==> src/rtl/seg_pkg.sv <==
// Shared constants for the seven-segment readback path: active-low hex glyphs,
// the blank pattern and the digit count of the multiplexed display.
package seg_pkg;
  localparam int NUM_DIGITS = 4;

  localparam logic [6:0] SEG_BLANK = 7'h7F;

  localparam logic [6:0] GLYPH_0 = 7'h40;
  localparam logic [6:0] GLYPH_1 = 7'h79;
  localparam logic [6:0] GLYPH_2 = 7'h24;
  localparam logic [6:0] GLYPH_3 = 7'h30;
  localparam logic [6:0] GLYPH_4 = 7'h19;
  localparam logic [6:0] GLYPH_5 = 7'h12;
  localparam logic [6:0] GLYPH_6 = 7'h02;
  localparam logic [6:0] GLYPH_7 = 7'h78;
  localparam logic [6:0] GLYPH_8 = 7'h00;
  localparam logic [6:0] GLYPH_9 = 7'h18;
  localparam logic [6:0] GLYPH_A = 7'h08;
  localparam logic [6:0] GLYPH_B = 7'h03;
  localparam logic [6:0] GLYPH_C = 7'h46;
  localparam logic [6:0] GLYPH_D = 7'h21;
  localparam logic [6:0] GLYPH_E = 7'h06;
  localparam logic [6:0] GLYPH_F = 7'h0E;

  // True when exactly one active-low digit enable is asserted.
  function automatic logic an_onehot(input logic [NUM_DIGITS-1:0] an);
    return ($countones(~an) == 1);
  endfunction
endpackage

==> src/rtl/seg_scan_capture_if.sv <==
// Multiplexed display bus plus the decoded readback results.
interface seg_scan_capture_if;
  logic [6:0]                       seg_n;
  logic [seg_pkg::NUM_DIGITS-1:0]   an_n;
  logic [4*seg_pkg::NUM_DIGITS-1:0] value;
  logic [seg_pkg::NUM_DIGITS-1:0]   digit_err;
  logic                             valid;
  logic                             frame_done;

  modport master (
    output seg_n, an_n,
    input  value, digit_err, valid, frame_done
  );

  modport slave (
    input  seg_n, an_n,
    output value, digit_err, valid, frame_done
  );
endinterface

==> src/rtl/seg_scan_capture_seg_to_hex.sv <==
// Inverse of the hex-to-segment decoder: maps an active-low glyph back to its
// nibble, flagging any pattern that is not one of the 16 legal glyphs.
module seg_to_hex
  import seg_pkg::*;
(
  input  logic [6:0] seg_n,
  output logic       err,
  output logic [3:0] nibble
);
  always_comb begin
    err    = 1'b0;
    nibble = 4'h0;
    case (seg_n)
      GLYPH_0: nibble = 4'h0;
      GLYPH_1: nibble = 4'h1;
      GLYPH_2: nibble = 4'h2;
      GLYPH_3: nibble = 4'h3;
      GLYPH_4: nibble = 4'h4;
      GLYPH_5: nibble = 4'h5;
      GLYPH_6: nibble = 4'h6;
      GLYPH_7: nibble = 4'h7;
      GLYPH_8: nibble = 4'h8;
      GLYPH_9: nibble = 4'h9;
      GLYPH_A: nibble = 4'hA;
      GLYPH_B: nibble = 4'hB;
      GLYPH_C: nibble = 4'hC;
      GLYPH_D: nibble = 4'hD;
      GLYPH_E: nibble = 4'hE;
      GLYPH_F: nibble = 4'hF;
      default: err = 1'b1;
    endcase
  end
endmodule

==> src/rtl/seg_scan_capture.sv <==
// Readback monitor for the multiplexed seven-segment bus: captures each digit
// once it has settled and publishes a 16-bit word per completed scan frame.
module seg_scan_capture
  import seg_pkg::*;
#(
  parameter int STABLE_CYCLES  = 4,
  parameter int TIMEOUT_CYCLES = 1_000_000
) (
  input  logic              clk,
  input  logic              rst_n,
  seg_scan_capture_if.slave bus
);
  localparam int SW = $clog2(STABLE_CYCLES + 1);
  localparam int TW = $clog2(TIMEOUT_CYCLES);
  localparam logic [SW-1:0] STABLE_MAX = SW'(STABLE_CYCLES);
  localparam logic [TW-1:0] TO_LAST    = TW'(TIMEOUT_CYCLES - 1);

  logic [6:0]                       seg_q, seg_p;
  logic [NUM_DIGITS-1:0]            an_q, an_p;
  logic [SW-1:0]                    stab_cnt, stab_nxt;
  logic [TW-1:0]                    to_cnt;
  logic                             armed;
  logic [NUM_DIGITS-1:0]            seen;
  logic [NUM_DIGITS-1:0][3:0]       pend_nib;
  logic [NUM_DIGITS-1:0]            pend_err;
  logic [4*NUM_DIGITS-1:0]          value;
  logic [NUM_DIGITS-1:0]            digit_err;
  logic                             valid, frame_done;

  logic                             unstable, capture, frame_fire, timeout;
  logic [NUM_DIGITS-1:0]            cap_vec;
  logic                             dec_err;
  logic [3:0]                       dec_nib;

  seg_to_hex u_dec (
    .seg_n  (seg_q),
    .err    (dec_err),
    .nibble (dec_nib)
  );

  // Anything other than one settled digit (ghosting, blanking, a change)
  // restarts the stability window and re-arms capture.
  always_comb begin
    unstable   = !an_onehot(an_q) || (an_q != an_p) || (seg_q != seg_p);
    stab_nxt   = '0;
    if (!unstable)
      stab_nxt = (stab_cnt == STABLE_MAX) ? STABLE_MAX : stab_cnt + SW'(1);
    capture    = !unstable && armed && (stab_nxt == STABLE_MAX);
    cap_vec    = capture ? ~an_q : '0;
    frame_fire = &seen;
    timeout    = (to_cnt == TO_LAST);
  end

  always_ff @(posedge clk or negedge rst_n) begin
    if (!rst_n) begin
      seg_q    <= SEG_BLANK;
      seg_p    <= SEG_BLANK;
      an_q     <= '1;
      an_p     <= '1;
      stab_cnt <= '0;
      armed    <= 1'b1;
    end else begin
      seg_q    <= bus.seg_n;
      an_q     <= bus.an_n;
      seg_p    <= seg_q;
      an_p     <= an_q;
      stab_cnt <= stab_nxt;
      if (unstable)     armed <= 1'b1;
      else if (capture) armed <= 1'b0;
    end
  end

  always_ff @(posedge clk or negedge rst_n) begin
    if (!rst_n) begin
      pend_nib <= '0;
      pend_err <= '0;
    end else begin
      for (int i = 0; i < NUM_DIGITS; i++) begin
        if (cap_vec[i]) begin
          pend_nib[i] <= dec_nib;
          pend_err[i] <= dec_err;
        end
      end
    end
  end

  // A capture in the completion/timeout cycle belongs to the next frame.
  always_ff @(posedge clk or negedge rst_n) begin
    if (!rst_n) begin
      seen       <= '0;
      to_cnt     <= '0;
      value      <= '0;
      digit_err  <= '0;
      valid      <= 1'b0;
      frame_done <= 1'b0;
    end else begin
      frame_done <= frame_fire;
      if (frame_fire || timeout) seen <= cap_vec;
      else                       seen <= seen | cap_vec;
      if (capture)       to_cnt <= '0;
      else if (!timeout) to_cnt <= to_cnt + TW'(1);
      if (frame_fire) begin
        value     <= pend_nib;
        digit_err <= pend_err;
        valid     <= 1'b1;
      end else if (timeout) begin
        valid     <= 1'b0;
      end
    end
  end

  assign bus.value      = value;
  assign bus.digit_err  = digit_err;
  assign bus.valid      = valid;
  assign bus.frame_done = frame_done;
endmodule

==> src/flat_wrapper.sv <==
// flat-port wrapper written by rule: the top's interface ports become plain ports
module seg_scan_capture_flat import seg_pkg::*;
#(
  parameter int STABLE_CYCLES  = 4,
  parameter int TIMEOUT_CYCLES = 1_000_000
)
  (clk, rst_n, bus_seg_n, bus_an_n, bus_value, bus_digit_err, bus_valid, bus_frame_done);
  seg_scan_capture_if bus_i ();
  input  logic clk;
  input  logic rst_n;
  input wire logic [$bits(bus_i.seg_n)-1:0] bus_seg_n;
  input wire logic [$bits(bus_i.an_n)-1:0] bus_an_n;
  output wire logic [$bits(bus_i.value)-1:0] bus_value;
  output wire logic [$bits(bus_i.digit_err)-1:0] bus_digit_err;
  output wire logic [$bits(bus_i.valid)-1:0] bus_valid;
  output wire logic [$bits(bus_i.frame_done)-1:0] bus_frame_done;
  assign bus_i.seg_n = bus_seg_n;
  assign bus_i.an_n = bus_an_n;
  assign bus_value = bus_i.value;
  assign bus_digit_err = bus_i.digit_err;
  assign bus_valid = bus_i.valid;
  assign bus_frame_done = bus_i.frame_done;
  seg_scan_capture #(.STABLE_CYCLES(STABLE_CYCLES), .TIMEOUT_CYCLES(TIMEOUT_CYCLES)) u_core (.clk(clk), .rst_n(rst_n), .bus(bus_i));
endmodule
==> config.mk <==
export PLATFORM = sky130hd
export DESIGN_NAME = seg_scan_capture_flat
export DESIGN_NICKNAME = d
export VERILOG_FILES = /design/src/rtl/seg_pkg.sv /design/src/rtl/seg_scan_capture_if.sv /design/src/rtl/seg_scan_capture_seg_to_hex.sv /design/src/rtl/seg_scan_capture.sv /design/src/flat_wrapper.sv
export SDC_FILE = /design/constraint.sdc
export NUM_CORES = 1
export LEC_CHECK = 0
export ABC_AREA = 1
export BUFFER_PORTS_ARGS = -buffer_cell sky130_fd_sc_hd__buf_2
export CORE_ASPECT_RATIO = 2
export CORE_MARGIN = 1
export CORE_UTILIZATION = 45
export DETAILED_ROUTE_END_ITERATION = 10
export GPL_TIMING_DRIVEN = 0
export HOLD_SLACK_MARGIN = 0.02
export PLACE_DENSITY = 0.71
export RECOVER_POWER = 100
export SLEW_MARGIN = 10
export SYNTH_ARGS = -nofsm -noshare
export SYNTH_HDL_FRONTEND = slang
export SYNTH_SLANG_ARGS = --single-unit
==> constraint.sdc <==
create_clock -name clk -period 3.6 [get_ports clk]
set_clock_uncertainty 0.05 [all_clocks]
set_input_delay 0.54 -clock clk [delete_from_list [all_inputs] [get_ports clk]]
set_output_delay 0.54 -clock clk [all_outputs]
set_load 0.02 [all_outputs]
[Word level (Yosys, flattened, before mapping)]
Index checks and enable logic that the tools add are counted.
W data, S select, Z words.
Cells by class
  $add $sub $neg: 5
  equality and inequality tests: 22
  mux-type cells: 12
  bitwise gates (word level): 2
  reductions and logical operators: 12
Operators by type and width (number)
  $pmux W4 S15: 1
  $mux W20: 2
  $add A32 B32 Y32: 1
  $eq A32 B2 Y1 const B: 1
  $eq A7 B7 Y1 const B: 4
  $eq A7 B5 Y1 const B: 3
  $eq A7 B6 Y1 const B: 3
  $add A20 B1 Y20 const B: 1
  $eq A20 B20 Y1 const B: 1
  $reduce_or A16 Y1: 1
  $eq A7 B2 Y1 const B: 2
  $eq A7 B4 Y1 const B: 2
  $mux W4: 2
  $eq A7 B3 Y1 const B: 1
  $logic_not A7 Y1: 1
  $ne A7 B7 Y1: 1
  $eq A3 B3 Y1 const B: 2
  $mux W3: 2
  $mux W1: 5
  $add A1 B1 Y2: 2
  $ne A4 B4 Y1: 1
  $not A4 Y4: 1
  $or A4 B4 Y4: 1
  $reduce_and A4 Y1: 1
  6 further kinds: 11
Storage, ports and cells
  register bits after elaboration: 92

[Logic depth before layout (Yosys ltp)]
Gate-level depths: netlist (run 1).
  depth after elaboration: 13
  mapped depth: 15
  gate-level depth less buffers: 14

[Hierarchy]
Synthesis (run 1) repeated with hierarchy kept, for this count alone.
Unflattened totals
  cell total of the unflattened synthesis: 574
  area, all modules: 4520.6 µm²
By module, submodules not included
  seg_scan_capture: instances 1, cells each 487, area an instance 4146.5 µm², seq. area each 2331.0 µm²
  seg_to_hex: instances 1, cells each 87, area an instance 374.1 µm², seq. area each 0.0 µm²

[Worst setup path after synthesis (run 1)]
Ideal clock, no wire load.
  path type: reg2reg
  start: reg u_core.an_q[3]
  end: reg u_core.pend_err[0]
  setup time: 0.117 ns
  arrival: 2.554 ns
  required time: 3.433 ns
  slack: 0.879 ns
  cell stages (with the launch flop): 15
  path through: dfstp_2 > inv_1 > ha_1 > ha_1 > fa_1 > nor2_1 > nand2_1 > nor2_2 > nand2_2 > nor2_4 > nand2_2 > nor2_8 > nand4_2 > nand2_1 > nand2_1
Between the ends
  word-level cells in the longest chain between the ends: 11
  elaborated cells between the ends (all ways): 14
Ends and longest elaborated chain
  start: declaration: line seg_scan_capture.sv:19  | logic [NUM_DIGITS-1:0] an_q, an_p;
  start signal: assignment: line seg_scan_capture.sv:64  | an_q <= bus.an_n;
  $not A4 Y4: line seg_pkg.sv:27  | return ($countones(~an) == 1);
  $add A1 B1 Y2 (implied by the code): line seg_pkg.sv:27
  $add A32 B32 Y32 (implied by the code): line seg_pkg.sv:27
  $eq A32 B2 Y1: line seg_pkg.sv:27
  $logic_not A1 Y1: line seg_scan_capture.sv:44  | unstable = !an_onehot(an_q) || (an_q != an_p) || (seg_q != seg_p);
  $logic_or A1 B1 Y1 * (2 in series): line seg_scan_capture.sv:44
  $mux W3 *: line seg_scan_capture.sv:46  | if (!unstable)
  via u_core.stab_nxt[2]: line seg_scan_capture.sv:20  | logic [SW-1:0] stab_cnt, stab_nxt;
  $eq A3 B3 Y1 *: line seg_scan_capture.sv:48  | capture = !unstable && armed && (stab_nxt == STABLE_MAX);
  $logic_and A1 B1 Y1 *: line seg_scan_capture.sv:48
  $mux W4 *: line seg_scan_capture.sv:49  | cap_vec = capture ? ~an_q : '0;
  end signal: indexed assignment: line seg_scan_capture.sv:81  | pend_err[i] <= dec_err;
  end: declaration: line seg_scan_capture.sv:25  | logic [NUM_DIGITS-1:0] pend_err;
Mark *: on every way through the listed nets, which the timed path passes. The rest lies on a longest branch.
A chain may end at the register's enable or synchronous reset.

[Final worst setup path (run 1)]
  start: reg u_core.an_q[3]
  end: reg u_core.to_cnt[9]
Between the ends
  word-level cells in the longest chain between the ends: 11
  elaborated cells between the ends (all ways): 15
Ends and longest elaborated chain
  $not A4 Y4: line seg_pkg.sv:27
  $add A1 B1 Y2 (implied by the code): line seg_pkg.sv:27
  $add A32 B32 Y32 (implied by the code): line seg_pkg.sv:27
  $eq A32 B2 Y1: line seg_pkg.sv:27
  $logic_not A1 Y1: line seg_scan_capture.sv:44
  $logic_or A1 B1 Y1 * (2 in series): line seg_scan_capture.sv:44
  $mux W3 or $logic_not A1 Y1 (tied branches)
  $eq A3 B3 Y1 or $logic_and A1 B1 Y1 (tied branches): line seg_scan_capture.sv:48
  $logic_and A1 B1 Y1 *: line seg_scan_capture.sv:48
  $ne A2 B1 Y1 (no source line) or $mux W20 (tied branches)
  end signal: assignment: line seg_scan_capture.sv:101  | else if (!timeout) to_cnt <= to_cnt + TW'(1);
  end: declaration: line seg_scan_capture.sv:21  | logic [TW-1:0] to_cnt;
Every way passes the cells marked *; elsewhere a longest branch is shown, timed or not.

==> impl_metrics.env, run 1 <==
export IMPL_status="complete, but fails checks"
export IMPL_violations="max-capacitance violations, max-slew violations"
export IMPL_cpMaxStageDelayCell="dfstp_1"
export IMPL_cp_start_kind="flip-flop"
export IMPL_die_height_um=140.9
export IMPL_dp_slack_ns=0.4711
export IMPL_drc=0
export IMPL_setup_viol=0
export IMPL_synth_warnings=0
export IMPL_crit_fanout=10
export IMPL_path_class="flip-flop to flip-flop"
export IMPL_post_cts_resized=0
export IMPL_syn_inst=513
export IMPL_cts_buffers=9
export IMPL_wirelength_um=8804
export IMPL_register_area_um2=2331
export IMPL_path_buf_inv=2
export IMPL_grt_max_degree=65
export IMPL_rows=50
export IMPL_ys_seq_area_share_pct=53.67
export IMPL_clk_pin_slew_ns=0.06
export IMPL_htreeDepth=3
export IMPL_vias_per_cell=5.091
export IMPL_die_area_um2=10070
export IMPL_worst_pin_slew_ns=1.523
export IMPL_slew_headroom_pct=-1.524
export IMPL_path_cells="inv_1 -> ha_1 -> ha_1 -> fa_1 -> nor2_1 -> nand2_1 -> nor2_2 -> nand2_1 -> nor2_4 -> nand3_4 -> nand2_1 -> nor2_4 -> clkbuf_2 -> nor3_1"
export IMPL_holdCritPathClass="input pin to flip-flop"
export IMPL_synthTopCellsByArea="dfrtp_1 (40%), nand2_1 (17%), dfstp_2 (14%)"
export IMPL_setup_tns_ns=0
export IMPL_drt_initial_drc_count=179
export IMPL_drv_cap=1
export IMPL_fmax_ghz=0.3071
export IMPL_grt_pass1_wl_um=15070
export IMPL_crit_path_frequent_cell="nand2_1"
export IMPL_core_area_um2=9384
export IMPL_hpwlAfterDp_um=6609
export IMPL_rsz0062_at_grt="no"
export IMPL_syn_to_final_growth_pct=12.65
export IMPL_p_leak_nw=2.623
export IMPL_grt_overflow=0
export IMPL_crit_family="simple AND/OR/NAND/NOR gates"
export IMPL_fill_cells=895
export IMPL_synth_top_area_share_pct=39.76
export IMPL_crit_arrival_ns=3.45
export IMPL_worstSetupEndpointType="flip-flop"
export IMPL_drt_first_pass_iters=4
export IMPL_synth_top_area_cell="dfrtp_1"
export IMPL_multi_input_area_um2=1758
export IMPL_postSynthAreaPerCell_um2=8.466
export IMPL_cts_tree="yes"
export IMPL_timing_final_hold_violations=0
export IMPL_cp_slowest_stage_delay_ns=0.62
export IMPL_drive_gt1_share_pct=11.52
export IMPL_cts_buffer_depth=2
export IMPL_synth_cell_types=31
export IMPL_fp_dieW_um=71.47
export IMPL_start_util_pct=46.28
export IMPL_final_cell_mix="nand2_1 (198), dfrtp_1 (69), nor2_1 (48)"
export IMPL_period_share_pct=90.45
export IMPL_syn_area_um2=4343
export IMPL_gp_congestion=0.9266
export IMPL_antennaDiodeCount=0
export IMPL_nNetsFinal=579
export IMPL_vias=3401
export IMPL_slew_viol_final=65
export IMPL_wl_per_cell_um=13.18
export IMPL_required_ns=3.79
export IMPL_num_io_pins=35
export IMPL_grtUsageTotal_pct=19.20
export IMPL_final_common_cell="nand2_1"
export IMPL_clkSinkCount=92
export IMPL_ir_worst_vdd_uv=271.5
export IMPL_cts_setup_buffers=0
export IMPL_antenna_found_initial=0
export IMPL_worst_slack_ns=0.3437
export IMPL_synth_seq_cells=92
export IMPL_syn_num_nets=533
export IMPL_min_period_ns=3.256
export IMPL_grt_pass1_vias=3474
export IMPL_drtAntennaViolNets=0
export IMPL_power_density_nw_per_um2=428.7
export IMPL_clkLatencyLatePin_ns=0.34
export IMPL_port_buffers=34
export IMPL_cts_hold_buffers_added=0
export IMPL_cts_root_buf="clkbuf_16"
export IMPL_reg2reg_slack_ns=0.34
==> metrics by stage <==
| step | instance area [µm²] | std cells | total power [mW] | hold WS, ns | util [%] |
|---|---|---|---|---|---|
| after CTS | 4977 | 668 | 2.138 | 0.07130 | 53.04 |
| after detailed placement | 4673 | 652 | 1.183 | 0.3261 | 49.80 |
| after global placement | 4643 | 651 | 1.176 | 0.3219 | 49.48 |
| after floorplan | 4343 | 513 | 1.136 | 0.1944 | - |
| after global routing | 4892 | 668 | 2.178 | 0.2394 | 52.13 |
| final | 4892 | 668 | 2.097 | 0.2535 | 52.13 |
==> worst reg2reg max path, cell delays in order (launching register included) <==
cell and delay [ns]:
dfstp_1 0.62, inv_1 0.18, ha_1 0.32, ha_1 0.21
fa_1 0.43, nor2_1 0.12, nand2_1 0.07, nor2_2 0.15
nand2_1 0.11, nor2_4 0.17, nand3_4 0.14, nand2_1 0.14
nor2_4 0.06, clkbuf_2 0.22, nor3_1 0.20
==> synth_stat cells <==
master	number
xor2_1	5
nor2_8	1
dfrtp_1	69
nor2_2	3
fa_1	1
nor2_4	2
nand4_1	12
nand3b_1	4
buf_6	3
nand3_1	39
or2_2	1
dfstp_2	23
o21ai_0	4
inv_2	6
nor3_2	3
xnor2_1	8
clkbuf_1	4
o21bai_2	1
and3_1	1
nor3_1	14
nand3_2	2
nand2_2	4
nor2_1	48
a21oi_2	2
o21a_1	1
ha_1	6
nand3_4	1
a21oi_1	3
nand2_1	196
nand4_2	4
inv_1	42
==> final cells by class <==
cell class	instances	share of cell area, %
multi-input cells	366	35.93
clock buffers	12	5.243
repair buffers	35	2.992
well taps	104	2.660
inverters	48	3.683
clock inverters	4	0.9719
flip-flops and latches	92	47.65
plain buffers	7	0.8696
==> layer usage <==
metal	GRT usage, %	vias to the layer above	wire (µm)
met4	10.73	0	374
met1	19.82	1606	3380
li1	-	1712	-
met2	35.39	59	4837
met5	0	-	0
met3	3.645	24	212
==> logic make-up (layout without fill, tap and decap cells) <==
kind of cell    Yosys count  count (layout)  share of synthesized area (%)
simple gates            335             335                          34.60
flops                    92              92                          53.67
buf+inv                  55             106                          5.272
xor+xnor                 13              13                          2.622
compound gates           11              11                          1.642
fa+ha+maj                 7               7                          2.190
==> registers in the layout, indices dropped and copies added (netlist names), 3 cells and up <==
name	flops
u_core.an_p	4
u_core.an_q	4
u_core.bus.digit_err	4
u_core.bus.value	16
u_core.pend_err	4
u_core.pend_nib	16
u_core.seen	4
u_core.seg_p	7
u_core.seg_q	7
u_core.stab_cnt	3
u_core.to_cnt	20
==> where the power goes <==
group | leakage [nW] | switching, mW | internal [mW] | total [mW]
logic | 1.29 | 0.0635 | 0.0252 | 0.0888
clock network | 0.150 | 0.368 | 0.573 | 0.941
registers | 1.19 | 0.0128 | 1.05 | 1.07
total | 2.62 | 0.444 | 1.65 | 2.10
==> path summary, 6_finish.rpt <==
check | start | cells past startpoint | end
max in group asynchronous | rst_n | 2 | u_core.pend_nib[2]$_DFFE_PN0P_
hold reg to reg | u_core.an_q[2]$_DFF_PN1_ | 0 | u_core.an_p[2]$_DFF_PN1_
setup / recovery | u_core.an_q[3]$_DFF_PN1_ | 14 | u_core.to_cnt[9]$_DFFE_PN0P_
hold / removal | bus_seg_n[2] | 1 | u_core.seg_q[2]$_DFF_PN1_
min in group asynchronous | rst_n | 1 | u_core.to_cnt[10]$_DFFE_PN0P_
setup reg to reg | u_core.an_q[3]$_DFF_PN1_ | 14 | u_core.to_cnt[9]$_DFFE_PN0P_
Note: power is estimated with default switching activity, not from simulation.
==> run 2: changes to the inputs <==
--- a/config.mk
+++ b/config.mk
@@ -15,6 +15,7 @@
 export HOLD_SLACK_MARGIN = 0.02
 export PLACE_DENSITY = 0.71
 export RECOVER_POWER = 100
+export SETUP_SLACK_MARGIN = 0.4
 export SLEW_MARGIN = 10
 export SYNTH_ARGS = -nofsm -noshare
 export SYNTH_HDL_FRONTEND = slang
==> run 2 against run 1 <==
- the flow finishes with violations (max-capacitance violations)
- cell count is 0.90% higher
- cell area is 2.6% higher
- critical path depth up 1
- maximum frequency up 1.2%
- power grew 0.16%
- count of clock-buffer cells in the layout unchanged
- sequential power is essentially flat
- die area unchanged
- flip-flop and latch count unchanged
- register-to-register slack gained 0.04 ns
- clock power about the same
- global-route usage unchanged
- largest power group unchanged
==> impl_metrics.env, run 2 (same netlist as run 1, synthesis figures left out) <==
export IMPL_worstSetupEndpointType="flip-flop"
export IMPL_register_area_um2=2331
export IMPL_syn_to_final_growth_pct=15.53
export IMPL_timing_final_hold_violations=0
export IMPL_cts_tree="yes"
export IMPL_start_util_pct=46.28
export IMPL_cts_buffer_depth=2
export IMPL_setup_tns_ns=0
export IMPL_vias_per_cell=5.079
export IMPL_die_height_um=140.9
export IMPL_holdCritPathClass="input pin to flip-flop"
export IMPL_top_regs="u_core.to_cnt: 20 flops, u_core.bus.value: 16 flops, u_core.pend_nib: 16 flops"
export IMPL_wl_per_cell_um=13.22
export IMPL_die_area_um2=10070
export IMPL_drtAntennaViolNets=0
export IMPL_grtUsageTotal_pct=19.20
export IMPL_p_clk_share_pct=44.8
export IMPL_grt_max_degree=65
export IMPL_min_period_ns=3.218
export IMPL_final_cell_mix="nand2_1 (194), dfrtp_1 (69), nor2_1 (49)"
export IMPL_cpMaxStageDelayCell="dfstp_1"
export IMPL_seq_power_share_pct=50.8
export IMPL_required_ns=3.82
export IMPL_clk_pin_slew_ns=0.06
export IMPL_cts_buffers=9
export IMPL_slew_headroom_pct=0.04863
export IMPL_fp_dieW_um=71.47
export IMPL_crit_fanout=10
export IMPL_antenna_found_initial=0
export IMPL_p_leak_nw=2.669
export IMPL_vias=3423
export IMPL_p_int_mw=1.655
export IMPL_ir_worst_vdd_uv=275.2
export IMPL_holdWs_ns=0.2533
export IMPL_clkLatencyLatePin_ns=0.34
export IMPL_gp_congestion=0.9266
export IMPL_drive_gt1_share_pct=13.68
export IMPL_grt_pass1_vias=3474
export IMPL_final_common_cell="nand2_1"
export IMPL_path_class="flip-flop to flip-flop"
export IMPL_path_cells="clkinvlp_4 -> ha_1 -> ha_1 -> fa_1 -> nor2_1 -> nand2_1 -> nor2_1 -> nand2_2 -> nor2_4 -> clkbuf_4 -> nand3_2 -> nor2_4 -> buf_6 -> nand3_1 -> nand2_1"
export IMPL_wirelength_um=8913
export IMPL_period_share_pct=89.38
export IMPL_htreeDepth=3
export IMPL_largest_reg_flops=20
export IMPL_cp_start_kind="flip-flop"
export IMPL_drt_first_pass_iters=5
export IMPL_setup_viol=0
export IMPL_cp_slowest_stage_delay_ns=0.64
export IMPL_crit_arrival_ns=3.44
export IMPL_crit_family="simple AND/OR/NAND/NOR gates"
export IMPL_cts_root_buf="clkbuf_16"
export IMPL_power_density_nw_per_um2=418.7
export IMPL_fill_cells=877
export IMPL_antennaDiodeCount=0
export IMPL_clkSinkCount=92
export IMPL_drv_cap=1
export IMPL_port_buffers=34
export IMPL_p_switching_mw=0.4462
export IMPL_num_io_pins=35
export IMPL_violations="max-capacitance violations"
export IMPL_status="complete, but fails checks"
export IMPL_path_buf_inv=3
export IMPL_rsz0062_at_grt="no"
export IMPL_fmax_ghz=0.3108
export IMPL_top_register="u_core.to_cnt"
export IMPL_switching_share_pct=21.24
export IMPL_multi_input_area_um2=1828
export IMPL_grt_pass1_wl_um=15070
export IMPL_drc=0
export IMPL_pwr_share_comb_pct=4.4
export IMPL_rows=50
export IMPL_core_area_um2=9384
export IMPL_nNetsFinal=585
export IMPL_drt_initial_drc_count=185
export IMPL_slew_viol_final=0
export IMPL_grt_overflow=0
export IMPL_hpwlAfterDp_um=6609
export IMPL_worst_pin_slew_ns=1.499
[run 2: cell types whose count changed in the layout (fill, tap and decap cells not counted), sizes merged]
cell and change:
buf +6, clkinvlp +1, inv -1
[run 2: per-layer routing]
metal | vias to the layer above | wire (µm) | track usage [%]
met2 | 56 | 4875 | 35.39
met1 | 1616 | 3452 | 19.82
li1 | 1729 | - | -
met3 | 22 | 224 | 3.645
met5 | - | 0 | 0
met4 | 0 | 361 | 10.73
[run 2: cell type report]
type	count	share of cell area [%]
tap	104	2.594
sequential	92	46.46
clock buffer	12	5.112
clock inverter	4	0.9476
multi-input combinational	366	36.43
timing repair buffer	41	3.815
inverter	48	3.666
buffer	7	0.9726
[run 2: repair_timing]
action / in CTS / in global routing
buffers inserted: 0 / 6
setup endpoints to repair: 0 / 28
gates resized for setup: 0 / 9
hold buffers: 0 / 0
[run 2: power groups by stage]
stage | combinational [mW] | sequential, mW | clock (mW)
after CTS | 0.0954 | 1.07 | 0.973
after detailed placement | 0.0947 | 1.09 | 0
after floorplan | 0.0510 | 1.08 | 0
after global placement | 0.0878 | 1.09 | 0
final | 0.0916 | 1.07 | 0.942
after global routing | 0.106 | 1.07 | 1.01
[run 2: stage by stage]
step           power [mW]  std cells  utilization, %  instance area [µm²]  worst slack, ns
2_1_floorplan       1.136        513               -                 4343           0.8792
6_report            2.101        674           53.47                 5017           0.3822
4_1_cts             2.138        668           53.04                 4977           0.4318
3_5_place_dp        1.183        652           49.80                 4673           0.4711
5_1_grt             2.181        674           53.47                 5017           0.2031
3_3_place_gp        1.176        651           49.48                 4643           0.5439
[run 2: worst paths after layout]
check	startpoint	slack, ns	end	depth (start not counted)
min	bus_seg_n[2]	0.25	u_core.seg_q[2]$_DFF_PN1_	1
min reg2reg	u_core.an_q[2]$_DFF_PN1_	0.34	u_core.an_p[2]$_DFF_PN1_	0
max	u_core.an_q[3]$_DFF_PN1_	0.38	u_core.pend_err[3]$_DFFE_PN0P_	15
max in group asynchronous	rst_n	0.85	u_core.pend_nib[5]$_DFFE_PN0P_	2
min in group asynchronous	rst_n	0.48	u_core.to_cnt[10]$_DFFE_PN0P_	1
max reg2reg	u_core.an_q[3]$_DFF_PN1_	0.38	u_core.pend_err[3]$_DFFE_PN0P_	15
[run 2: worst register-to-register path, stage by stage (launching register included)]
cell and delay (ns):
dfstp_1 0.64, clkinvlp_4 0.14, ha_1 0.29, ha_1 0.21, fa_1 0.43, nor2_1 0.11, nand2_1 0.05, nor2_1 0.19
nand2_2 0.10, nor2_4 0.15, clkbuf_4 0.16, nand3_2 0.08, nor2_4 0.18, buf_6 0.17, nand3_1 0.09, nand2_1 0.10
